**src/rtl/bp_be_pkg.sv**
```systemverilog
// Shared types for the backend redirect sequencer.
package bp_be_pkg;

   // Redirect sequencer phases: watching packets, holding a redirect, refilling.
   typedef enum logic [1:0] {
      e_idle     = 2'd0,
      e_redirect = 2'd1,
      e_drain    = 2'd2
   } bp_be_redirect_state_e;

endpackage

```
**src/rtl/bp_be_sat_counter.sv**
```systemverilog
// Saturating up-counter with increment enable; sticks at all-ones.
module bp_be_sat_counter #(
   parameter int width_p = 16
) (
   input  logic               clk_i,
   input  logic               reset_n_i,
   input  logic               inc_i,
   output logic [width_p-1:0] count_o
);

   logic [width_p-1:0] count_q, count_d;

   // Next count: increment only while below the all-ones ceiling.
   always_comb begin
      count_d = count_q;
      if (inc_i && (count_q != '1)) begin
         count_d = count_q + width_p'(1);
      end
   end

   // Count register with synchronous active-low clear.
   always_ff @(posedge clk_i) begin
      if (!reset_n_i) begin
         count_q <= '0;
      end else begin
         count_q <= count_d;
      end
   end

   assign count_o = count_q;

endmodule

```
**src/rtl/bp_be_redirect_ctl.sv**
```systemverilog
// Backend redirect sequencer: detects next-PC mispredicts, flushes younger
// work, holds a redirect to the frontend until accepted, then stalls issue
// for a fixed refill window. Also keeps branch/mispredict perf counters.
module bp_be_redirect_ctl
   import bp_be_pkg::*;
#(
   parameter int vaddr_width_p  = 39,
   parameter int drain_cycles_p = 2,
   parameter int ctr_width_p    = 16
) (
   input  logic                     clk_i,
   input  logic                     reset_n_i,
   input  logic                     br_v_i,
   input  logic                     br_branch_i,
   input  logic                     br_btaken_i,
   input  logic [vaddr_width_p-1:0] br_npc_i,
   input  logic [vaddr_width_p-1:0] expected_npc_i,
   output logic                     redirect_v_o,
   output logic [vaddr_width_p-1:0] redirect_npc_o,
   input  logic                     redirect_ready_i,
   output logic                     flush_o,
   output logic                     stall_o,
   output logic [ctr_width_p-1:0]   branch_count_o,
   output logic [ctr_width_p-1:0]   mispredict_count_o
);

   // The drain counter only ever holds values up to drain_cycles_p-1.
   localparam int drain_w_lp = (drain_cycles_p > 1) ? $clog2(drain_cycles_p) : 1;

   bp_be_redirect_state_e    state_q;
   logic [vaddr_width_p-1:0] target_q;
   logic [drain_w_lp-1:0]    drain_q;

   logic idle;
   logic mispredict;
   logic branch_inc;
   logic mispredict_inc;

   // Taken-ness is already folded into the resolved next PC, so the
   // comparison alone decides a mispredict.
   logic unused_btaken;
   assign unused_btaken = br_btaken_i;

   assign idle       = (state_q == e_idle);
   assign mispredict = br_v_i & (br_npc_i != expected_npc_i);

   // Packets seen outside idle are wrong-path and must not be counted.
   assign branch_inc     = idle & br_v_i & br_branch_i;
   assign mispredict_inc = idle & mispredict;

   // Sequencer: capture target on mispredict, wait for acceptance, then drain.
   always_ff @(posedge clk_i) begin
      if (!reset_n_i) begin
         state_q  <= e_idle;
         target_q <= '0;
         drain_q  <= '0;
      end else begin
         case (state_q)
            e_idle: begin
               if (mispredict) begin
                  target_q <= br_npc_i;
                  state_q  <= e_redirect;
               end
            end
            e_redirect: begin
               if (redirect_ready_i) begin
                  if (drain_cycles_p > 0) begin
                     state_q <= e_drain;
                     drain_q <= drain_w_lp'(drain_cycles_p - 1);
                  end else begin
                     state_q <= e_idle;
                  end
               end
            end
            e_drain: begin
               if (drain_q == '0) begin
                  state_q <= e_idle;
               end else begin
                  drain_q <= drain_q - drain_w_lp'(1);
               end
            end
            default: state_q <= e_idle;
         endcase
      end
   end

   // Redirect and stall come straight from the state register; flush also
   // fires combinationally in the detection cycle.
   assign redirect_v_o   = (state_q == e_redirect);
   assign redirect_npc_o = target_q;
   assign stall_o        = ~idle;
   assign flush_o        = mispredict_inc | (state_q == e_redirect);

   bp_be_sat_counter #(.width_p(ctr_width_p)) branch_ctr (
      .clk_i     (clk_i),
      .reset_n_i (reset_n_i),
      .inc_i     (branch_inc),
      .count_o   (branch_count_o)
   );

   bp_be_sat_counter #(.width_p(ctr_width_p)) mispredict_ctr (
      .clk_i     (clk_i),
      .reset_n_i (reset_n_i),
      .inc_i     (mispredict_inc),
      .count_o   (mispredict_count_o)
   );

endmodule
```
**config.mk**
```make
export PLATFORM = sky130hd
export DESIGN_NAME = bp_be_redirect_ctl
export DESIGN_NICKNAME = d
export VERILOG_FILES = /design/src/rtl/bp_be_pkg.sv /design/src/rtl/bp_be_sat_counter.sv /design/src/rtl/bp_be_redirect_ctl.sv
export SDC_FILE = /design/constraint.sdc
export NUM_CORES = 1
export LEC_CHECK = 0
export BUFFER_PORTS_ARGS = -buffer_cell sky130_fd_sc_hd__clkbuf_2
export CAP_MARGIN = 20
export CORE_MARGIN = 4
export CORE_UTILIZATION = 30
export CTS_BUF_LIST = sky130_fd_sc_hd__clkbuf_16
export CTS_CLUSTER_SIZE = 40
export DETAILED_ROUTE_END_ITERATION = 6
export GPL_TIMING_DRIVEN = 0
export PLACE_DENSITY = 0.58
export REMOVE_ABC_BUFFERS = 1
export SKIP_CTS_REPAIR_TIMING = 1
export SYNTH_ARGS = -nofsm -noshare
export SYNTH_HDL_FRONTEND = slang
export SYNTH_SLANG_ARGS = --single-unit
export TNS_END_PERCENT = 20
```
**constraint.sdc**
```tcl
create_clock -name clk_i -period 2.05 [get_ports clk_i]
set_input_delay 0.205 -clock clk_i [delete_from_list [all_inputs] [get_ports clk_i]]
set_output_delay 0.205 -clock clk_i [all_outputs]
set_load 0.01 [all_outputs]
```
Yosys cells after proc, flatten, opt, wreduce, memory -nomap -nowiden:

Index checks and enable logic that the tools add are counted.

* flip-flop bits (word level): 74
* input bits: 84
* output and inout bits: 74
* word-level logic and storage cells: 36

* eq/ne operators: 8
* bitwise logic cells: 6
* mux-type cells: 7
* reduce and logical (&&, ||, !) cells: 7
* add/sub/neg operators: 3

Operators with widths (count)
* 39-bit inequality test: 1
* 16-bit by 1-bit adder with 16-bit output (second input constant): 2
* 16-bit inequality test (second input constant): 2
* 2-bit two-way mux: 3
* 2-bit one-hot mux with 3 select lines: 1
* 1-bit AND: 4
* 2-bit by 1-bit inequality test with 1-bit output (second input constant): 2
* 2-bit AND reduction: 2
* 3-bit AND reduction: 1
* 2-bit by 1-bit equality test with 1-bit output (second input constant): 1
* 2-bit equality test (second input constant): 1
* 1-bit logical AND: 2
* 2-bit logical NOT: 1
* 1-bit two-way mux: 2
* 2-bit inequality test (second input constant): 1
* 1-bit one-hot mux with 2 select lines: 1
* 2-bit nonzero test: 1
* 1-bit NOT: 1
* 1-bit bitwise OR: 1
* 1-bit subtractor (second input constant): 1

Logic depth before layout (Yosys ltp):

Gate-level depths: netlist (run 1).

* depth after elaboration: 4
* gate-level depth with buffers: 8
* gate-level depth less buffers: 7

Modules after synthesis:

From an unflattened synthesis (run 1), not the netlist that was laid out.

* cells, all modules: 578
* area total of the unflattened synthesis: 4479.3 sq um

By module, submodules not included
* bp_be_redirect_ctl: instances 1, cells each 384, seq. area each 840.8 sq um, area each 2805.2 sq um
* bp_be_sat_counter: instances 2, cells each 97, seq. area each 320.3 sq um, area each 837.1 sq um

Worst setup path after synthesis (run 1):

No wires, ideal clock.

* kind: flip-flop to flip-flop
* start point: register mispredict_ctr.count_q[0] (netlist: mispredict_ctr.count_o[0])
* end point: register mispredict_ctr.count_q[15] (netlist: mispredict_ctr.count_o[15])
* clock period less this slack: 2045 ps
* data arrival time: 1931 ps
* setup slack: 5 ps
* cell stages (with the launch flop): 8
* path through: dfxtp_1 > ha_1 > nand4_4 > or4_4 > nand4_4 > buf_8 > nor4_1 > o21a_1

* cells in the longest elaborated chain, start to end: 2

Ends and longest elaborated chain
* from (decl): RTL line bp_be_sat_counter.sv:11 `logic [width_p-1:0] count_q, count_d;`
* from (signal assigned): RTL line bp_be_sat_counter.sv:26 `count_q <= count_d;`
* parallel branches: the longest is 2 deep, another holds 16-bit by 1-bit adder with 16-bit output

Several ways; the timed one is not identified.
A chain may end at the register's enable or synchronous reset.

Final worst setup path (run 1):

* start point: input port br_npc_i[24]
* end point: output port flush_o

* cells in the longest elaborated chain, start to end: 4

Ends and longest elaborated chain
* from (decl): RTL line bp_be_redirect_ctl.sv:16 `input logic [vaddr_width_p-1:0] br_npc_i,`
* 39-bit inequality test: RTL line bp_be_redirect_ctl.sv:45 `assign mispredict = br_v_i & (br_npc_i != expected_npc_i);`
* 1-bit AND: RTL line bp_be_redirect_ctl.sv:45
* 1-bit AND: RTL line bp_be_redirect_ctl.sv:49 `assign mispredict_inc = idle & mispredict;`
* 1-bit bitwise OR: RTL line bp_be_redirect_ctl.sv:92 `assign flush_o = mispredict_inc | (state_q == e_redirect);`
* to (decl): RTL line bp_be_redirect_ctl.sv:21 `output logic flush_o,`

Every way passes these cells.

==> results.md, run 1 <==
| Step | Metric | Reported |
| --- | --- | --- |
| worst setup path | Arrival time at the worst endpoint | 1820 ps |
| sta | Unrepaired setup endpoints after global routing | true |
| floorplanning | Die Wd | 118 µm |
| power and ir drop | Leakage | 2.16 nW |
| detailed routing | Total wirelength of the detailed-routed design | 9960 µm |
| final layout | Layout Utilization | 0.432 |
| sta | Final Skew | 3.97 ps |
| synthesis | Fraction of the yosys area taken by sequential cells | 0.408 |
| floorplanning | Height of the die | 118 µm |
| synthesis | Register bit count reported by yosys | 74 |
| worst setup path | CP max stage cell | sky130_fd_sc_hd__nor4_2 |
| floorplanning | Initial core utilization | 0.313 |
| detailed routing | Via count | 3,558 |
| sta | Min Clock Period, post-route | 2020 ps |
| synthesis | Syn_area_per_cell | 8.51 µm² |
| sta | Hold Vio Cnt, Final | 0 |
| final layout | Number of nets in the finished design | 671 |
| job | Maximum Capacitance Violations | 0 |
| final layout | Final instance count without filler cells | 733 |
| final layout | Commonest cells after routing, fill and taps aside | sky130_fd_sc_hd__clkbuf_2 (155), sky130_fd_sc_hd__dfxtp_1 (70), sky130_fd_sc_hd__nand2_1 (65), sky130_fd_sc_hd__nand3_1 (49), sky130_fd_sc_hd__xor2_1 (44) |
| worst setup path | Worst Setup End Kind | output port |
| floorplanning | Placeable Area | 0.0116 mm² |
| clock network | Worst-skew pair later-pin latency | 330 ps |
| synthesis | Fraction of synthesis flops using an asynchronous set or reset pin | 0 |
| synthesis | Ranking of synthesized cells by area | sky130_fd_sc_hd__dfxtp_1 (41%), sky130_fd_sc_hd__xor2_1 (11%), sky130_fd_sc_hd__nand3_1 (6.7%) |
| synthesis | Number of distinct library cells after synthesis | 45 |
| sta | Maximum frequency from static timing analysis | 0.494 GHz |
| grt | Vias in the first global route | 3,379 |
| place | Placed Instances | 706 |
| synthesis | Predominant post-synthesis flop cell | sky130_fd_sc_hd__dfxtp_1 |
| grt | Global-route wire length before repair | 16,600 µm |
| detailed routing | Violation count after the first detailed-route iteration | 175 |
| detailed routing | Routed wire per std cell | 13.6 µm |
| power and ir drop | VDD IR max | 0.284 mV |
| final layout | Most common library cell in the layout ignoring fill and taps | sky130_fd_sc_hd__clkbuf_2 |
| grt | Congestion Overflow GR | 0 |
| detailed routing | Number of search-and-repair iterations in the first detailed-routing pass | 4 |
| clock network | Clock transition at the register clock pins on the worst setup and hold paths after CTS | 50 ps |
| clock network | TritonCTS clock tree | done |
| sta | Setup violations, final | 0 |
| worst setup path | Critical path buffers and inverters | 4 |
| worst setup path | CP startpoint kind | input port |
| worst setup path | Max incr delay on CP | 320 ps |
| clock network | Deepest level of the CTS H-tree | 3 |
| final layout | Footprint of the multi-input gates | 0.00213 mm² |
| worst setup path | Category of the most critical setup path | in2out |
| worst setup path | Critical path's most frequent cell | sky130_fd_sc_hd__clkbuf_2 |
| worst setup path | Max FO, Critical Path | 18 |
| final layout | Layout cells sized above 1 | 0.349 |
| floorplanning | Number of rows in the core area | 39 |
| floorplanning | Die Footprint | 0.0139 mm² |
| power and ir drop | Power per standard cell area | 684 mW/mm² |
| clock network | Total CTS buffers | 9 |
| worst setup path | Largest delay contributor family on the critical path | simple AND/OR/NAND/NOR gates |
| grt | Largest net degree at the start of global routing | 70 |
| synthesis | Area leader, netlist | sky130_fd_sc_hd__dfxtp_1 |
| run status | Status | complete, no violations |
| final layout | Area added between synthesis and finish | 37.9% |
| detailed routing | Total DRC errors in the routed layout | 0 |
| synthesis | Post-Synthesis Cell Area | 0.00363 mm² |
| hold path | Class of the tightest hold or removal check | in2reg |
| clock network | Root Driver | sky130_fd_sc_hd__clkbuf_16 |
| worst setup path | Worst EP required | 1850 ps |
| final layout | Filler instances | 1,198 |
| clock network | Maximum buffer depth of the clock tree | 2 |
| detailed routing | Post-detailed-route count of antenna-violating nets | 0 |
| sta | Final Slew Violations | 0 |
| worst setup path | Series of cell instances along the critical path | clkbuf_2 > xor2_1 > nor4_2 > nand4_1 > o31ai_4 > buf_4 > buf_12 > o21ai_0 > clkbuf_2 |
| place | Buffers on Ports | 156 |
| synthesis | Post-synth top area share | 0.408 |
| detailed routing | Post-detailed-route via-to-cell ratio | 4.85 |
| grt | Antenna violations before repair | 0 |
| synthesis | Cell count after synthesis | 427 |
| sta | Worst max-slew margin expressed relative to the limit | 0.504 |
| floorplanning | Boundary pin count | 158 |
| final layout | Number of diodes | 0 |
| place | Routability cong. | 0.805 |
| synthesis | Syn. warnings | 0 |
| final layout | Area used by sequential logic in the layout | 0.00149 mm² |
| sta | Final worst path period share | 0.988 |
| sta | Worst-margin pin slew | 739 ps |
| place | HPWL after detailed placement | 7390 µm |
| synthesis | Number of synthesized flops with an enable pin | 0 |
| grt | All-Layer GR Usage | 0.142 |
| clock network | Sinks on the clock net | 74 |
## cell families (layout without fill, tap and decap cells)
family / count (synthesis) / count (layout) / synth area share
AO/OA/AOI/OAI: 76 / 77 / 0.130
XOR/XNOR: 51 / 51 / 0.123
adder cells (fa/ha/maj): 2 / 2 / 0.00688
buffers and inverters: 29 / 190 / 0.0382
flip-flops: 74 / 74 / 0.408
multiplexers: 5 / 5 / 0.0138
AND/OR/NAND/NOR: 190 / 191 / 0.281
## where the power goes
group / leakage, nW / total [mW] / switching, mW / internal, mW
Clock: 0.134 / 1.38 / 0.589 / 0.793
Combinational: 1.42 / 0.498 / 0.271 / 0.228
Sequential: 0.605 / 1.55 / 0.0453 / 1.50
## layout make-up
cell class                      count  share of cell area
Multi-Input combinational cell    326               0.425
Tap cell                          143              0.0357
Sequential cell                    74               0.297
Inverter                            4             0.00300
Clock buffer                        9              0.0449
Timing Repair Buffer              170               0.189
Clock inverter                      7             0.00574
## metrics by stage
stage	area, µm²	power [mW]	hold WS [ps]	setup slack (ps)	setup TNS [ps]
3_3_place_gp	4470	2.01	444	-4640	-242880
2_1_floorplan	3510	1.77	323	-2870	-138380
4_1_cts	4840	3.45	95.4	-581	-11410
5_1_grt	5010	3.61	109	-107	-120
6_report	5010	3.43	109	25.3	0
3_5_place_dp	4580	2.05	449	-879	-30570
## tightest hold or removal path, stage by stage
cell and delay (ps):
sky130_fd_sc_hd__clkbuf_2 90, sky130_fd_sc_hd__nand2_1 50, sky130_fd_sc_hd__o21ai_1 50
## metal layers
layer	vias to the layer above	track usage	wire [µm]
li1	1840	-	-
met1	1611	0.171	4330
met2	94	0.230	4750
met3	13	0.0514	702
met4	0	0.0579	174
met5	-	0	0
## sequential cells by signal, summed over array words and instances (netlist names)
| register | count |
|---|---|
| branch_ctr.count_o | 16 |
| state_q | 2 |
| redirect_npc_o | 39 |
| drain_q | 1 |
| mispredict_ctr.count_o | 16 |
## worst paths after layout
check                           cells after the start                                      end  slack [ps]                             from
worst max-delay path                                9                                  flush_o          30                     br_npc_i[24]
worst min-delay path                                3           redirect_npc_o[8]$_SDFFE_PN0P_         110                      br_npc_i[8]
worst max register to register                      8  mispredict_ctr.count_o[13]$_SDFFE_PN0P_         100          state_q[1]$_SDFFE_PN0P_
worst min register to register                      2          redirect_npc_o[32]$_SDFFE_PN0P_         450  redirect_npc_o[32]$_SDFFE_PN0P_
## Yosys cell counts (2+ instances only)
| master | n |
|---|---|
| sky130_fd_sc_hd__nand4_1 | 10 |
| sky130_fd_sc_hd__mux2i_1 | 5 |
| sky130_fd_sc_hd__nand2_1 | 65 |
| sky130_fd_sc_hd__xor2_1 | 44 |
| sky130_fd_sc_hd__o21ai_1 | 21 |
| sky130_fd_sc_hd__inv_1 | 4 |
| sky130_fd_sc_hd__xnor2_1 | 7 |
| sky130_fd_sc_hd__nor2_1 | 5 |
| sky130_fd_sc_hd__o31ai_1 | 5 |
| sky130_fd_sc_hd__dfxtp_1 | 74 |
| sky130_fd_sc_hd__a21boi_0 | 4 |
| sky130_fd_sc_hd__o21ai_0 | 25 |
| sky130_fd_sc_hd__nor4_1 | 13 |
| sky130_fd_sc_hd__nand4_4 | 2 |
| sky130_fd_sc_hd__nor3b_1 | 4 |
| sky130_fd_sc_hd__or4_1 | 5 |
| sky130_fd_sc_hd__nor3_1 | 4 |
| sky130_fd_sc_hd__or3_1 | 5 |
| sky130_fd_sc_hd__nand2b_1 | 3 |
| sky130_fd_sc_hd__and4_1 | 3 |
| sky130_fd_sc_hd__a21boi_1 | 8 |
| sky130_fd_sc_hd__and2_1 | 13 |
| sky130_fd_sc_hd__buf_4 | 4 |
| sky130_fd_sc_hd__and3_1 | 2 |
| sky130_fd_sc_hd__nand3_1 | 49 |
| sky130_fd_sc_hd__a41oi_1 | 2 |
| sky130_fd_sc_hd__buf_2 | 3 |
| sky130_fd_sc_hd__o31a_1 | 2 |
| sky130_fd_sc_hd__clkbuf_1 | 17 |
| sky130_fd_sc_hd__ha_1 | 2 |
| sky130_fd_sc_hd__o21a_1 | 3 |
(Power assumes the default switching activity.)
==> run 2: changes to the inputs <==
==> constraint.sdc (replaced) <==
create_clock -name clk_i -period 1.8 [get_ports clk_i]
set_input_delay 0.18 -clock clk_i [delete_from_list [all_inputs] [get_ports clk_i]]
set_output_delay 0.18 -clock clk_i [all_outputs]
set_load 0.01 [all_outputs]
==> results.md, run 2 (synthesis gave the netlist of run 1 again) <==
| Step | Metric | Reported | Delta |
| --- | --- | --- | --- |
| run status | Status | finished, violations left | was complete, no violations |
| run status | Failing checks | setup timing |  |
| final layout | Layout cells sized above 1 | 0.397 | was 0.349 |
| final layout | Layout Utilization | 0.464 | was 0.432 |
| worst setup path | Category of the most critical setup path | reg2reg | was in2out |
| sta | Unrepaired setup endpoints after global routing | true | unchanged |
| worst setup path | Series of cell instances along the critical path | inv_2 > and3_4 > o31ai_4 > buf_12 > buf_16 > buf_16 > buf_12 > or4_1 > a21boi_1 | was clkbuf_2 > xor2_1 > nor4_2 > nand4_1 > o31ai_4 > buf_4 > buf_12 > o21ai_0 > clkbuf_2 |
| worst setup path | Worst Setup End Kind | flop | was output port |
| final layout | Most common library cell in the layout ignoring fill and taps | sky130_fd_sc_hd__clkbuf_2 | unchanged |
| worst setup path | CP max stage cell | sky130_fd_sc_hd__or4_1 | was sky130_fd_sc_hd__nor4_2 |
| clock network | Total CTS buffers | 9 | unchanged |
| final layout | Number of diodes | 0 | unchanged |
| sta | Hold Vio Cnt, Final | 0 | unchanged |
| place | Routability cong. | 0.805 | unchanged |
| final layout | Commonest cells after routing, fill and taps aside | sky130_fd_sc_hd__clkbuf_2 (151), sky130_fd_sc_hd__nand2_1 (65), sky130_fd_sc_hd__dfxtp_1 (64), sky130_fd_sc_hd__nand3_1 (49), sky130_fd_sc_hd__xor2_1 (44) | was sky130_fd_sc_hd__clkbuf_2 (155), sky130_fd_sc_hd__dfxtp_1 (70), sky130_fd_sc_hd__nand2_1 (65), sky130_fd_sc_hd__nand3_1 (49), sky130_fd_sc_hd__xor2_1 (44) |
| final layout | Largest register FFs | 39 | unchanged |
| detailed routing | Routed wire per std cell | 14.1 µm | was 13.6 µm |
| grt | All-Layer GR Usage | 0.142 | unchanged |
| sta | Final Skew | 4.65 ps | was 3.97 ps |
| grt | Largest net degree at the start of global routing | 70 | unchanged |
| clock network | Deepest level of the CTS H-tree | 3 | unchanged |
| sta | Worst-margin pin slew | 725 ps | was 739 ps |
| power and ir drop | Power per standard cell area | 750 mW/mm² | was 684 mW/mm² |
| detailed routing | Post-detailed-route count of antenna-violating nets | 0 | unchanged |
| floorplanning | Number of rows in the core area | 39 | unchanged |
| detailed routing | Post-detailed-route via-to-cell ratio | 4.93 | was 4.85 |
| grt | Congestion Overflow GR | 0 | unchanged |
| sta | Final worst path period share | 1.08 |  |
| clock network | Sinks on the clock net | 74 | unchanged |
| clock network | TritonCTS clock tree | done | unchanged |
| sta | Final Slew Violations | 0 | unchanged |
| grt | Antenna violations before repair | 0 | unchanged |
| power and ir drop | VDD IR max | 0.341 mV | was 0.284 mV |
| sta | Worst path setup slack after routing | -141 ps | was 25.3 ps |
| final layout | Number of nets in the finished design | 691 | was 671 |
| power and ir drop | Leakage | 2.35 nW | was 2.16 nW |
| sta | Worst max-slew margin expressed relative to the limit | 0.514 | was 0.504 |
| detailed routing | Total wirelength of the detailed-routed design | 10,600 µm | was 9960 µm |
| sta | Setup violations, final | 23 | was 0 |
| clock network | Worst-skew pair later-pin latency | 330 ps | about the same |
| worst setup path | Largest delay contributor family on the critical path | simple AND/OR/NAND/NOR gates | unchanged |
| final layout | Final instance count without filler cells | 753 | was 733 |
| grt | Vias in the first global route | 3,379 | unchanged |
| worst setup path | Worst EP required | 2060 ps | was 1850 ps |
| floorplanning | Boundary pin count | 158 | unchanged |
| floorplanning | Die Wd | 118 µm | unchanged |
| final layout | Filler instances | 1,164 | was 1,198 |
| floorplanning | Initial core utilization | 0.313 | unchanged |
| grt | Global-route wire length before repair | 16,600 µm | unchanged |
| detailed routing | Violation count after the first detailed-route iteration | 151 | was 175 |
| clock network | Clock transition at the register clock pins on the worst setup and hold paths after CTS | 60 ps | was 50 ps |
| job | Maximum Capacitance Violations | 0 | unchanged |
| place | Post-place setup slack | -1100 ps | was -879 ps |
| place | HPWL after detailed placement | 7390 µm | unchanged |
| clock network | Root Driver | sky130_fd_sc_hd__clkbuf_16 | unchanged |
| detailed routing | Total DRC errors in the routed layout | 0 | unchanged |
| floorplanning | Die Footprint | 0.0139 mm² | unchanged |
| place | Buffers on Ports | 156 | unchanged |
| worst setup path | Max FO, Critical Path | 8 | was 18 |
| sta | Maximum frequency from static timing analysis | 0.515 GHz |  |
| hold path | Class of the tightest hold or removal check | in2reg | unchanged |
| place | Placed Instances | 706 | unchanged |
| power and ir drop | Total power of the final layout | 4.04 mW | was 3.43 mW |
| detailed routing | Via count | 3,710 | was 3,558 |
| worst setup path | Critical path buffers and inverters | 5 | was 4 |
| sta | Min Clock Period, post-route | 1940 ps |  |
| worst setup path | Max incr delay on CP | 460 ps | was 320 ps |
| worst setup path | CP startpoint kind | flop | was input port |
| floorplanning | Height of the die | 118 µm | unchanged |
| detailed routing | Number of search-and-repair iterations in the first detailed-routing pass | 6 | was 4 |
| final layout | Area added between synthesis and finish | 48.4% | was 37.9% |
| floorplanning | Placeable Area | 0.0116 mm² | unchanged |
| worst setup path | Arrival time at the worst endpoint | 2210 ps | was 1820 ps |
| clock network | Maximum buffer depth of the clock tree | 2 | unchanged |
[run 2: changes by cell type in the layout (fill, tap and decap cells not counted), sizes merged]
| cell | change |
|---|---|
| clkbuf | +1 |
| buf | +19 |
[run 2: final timing paths]
kind,depth (start not counted),to,start,slack (ps)
min reg2reg,2,redirect_npc_o[32]$_SDFFE_PN0P_,redirect_npc_o[32]$_SDFFE_PN0P_,450
max,9,mispredict_ctr.count_o[5]$_SDFFE_PN0P_,state_q[1]$_SDFFE_PN0P_,-140
min,3,redirect_npc_o[12]$_SDFFE_PN0P_,br_npc_i[12],80
max reg2reg,9,mispredict_ctr.count_o[5]$_SDFFE_PN0P_,state_q[1]$_SDFFE_PN0P_,-140
[run 2: report_power, final]
| part | leakage, nW | total, mW | internal (mW) | switching, mW |
|---|---|---|---|---|
| clock network | 0.134 | 1.57 | 0.903 | 0.667 |
| logic | 1.61 | 0.708 | 0.361 | 0.346 |
| registers | 0.608 | 1.76 | 1.71 | 0.0528 |
| total | 2.35 | 4.04 | 2.98 | 1.07 |
[run 2: final cells by class]
class	instances	area (µm²)	area share
Multi-Input combinational cell	326	2190	0.406
Tap cell	143	179	0.0332
Sequential cell	74	1500	0.277
Timing Repair Buffer	190	1260	0.233
Clock buffer	9	225	0.0418
Clock inverter	7	28.8	0.00534
Inverter	4	17.5	0.00325
[run 2: worst min-delay path: cells and delay by family]
kind	cells	cell delay [ps]
compound gates	1	50
buf+inv	1	90
simple gates	1	40
[run 2: metal layers]
| layer | global-route usage | vias up | part of all wire |
|---|---|---|---|
| li1 | - | 1888 | - |
| met1 | 0.171 | 1702 | 0.43 |
| met2 | 0.230 | 108 | 0.49 |
| met3 | 0.0514 | 12 | 0.070 |
| met4 | 0.0579 | 0 | 0.015 |
| met5 | 0 | - | 0 |
[run 2: per-stage QoR]
stage	instance area [µm²]	hold slack (ps)	setup TNS [ps]
6_report	5390	77.5	-1700
5_1_grt	5390	68.9	-4930
4_1_cts	4840	70.4	-25190
3_3_place_gp	4470	423	-259830
2_1_floorplan	3510	298	-151630
3_5_place_dp	4580	430	-45330
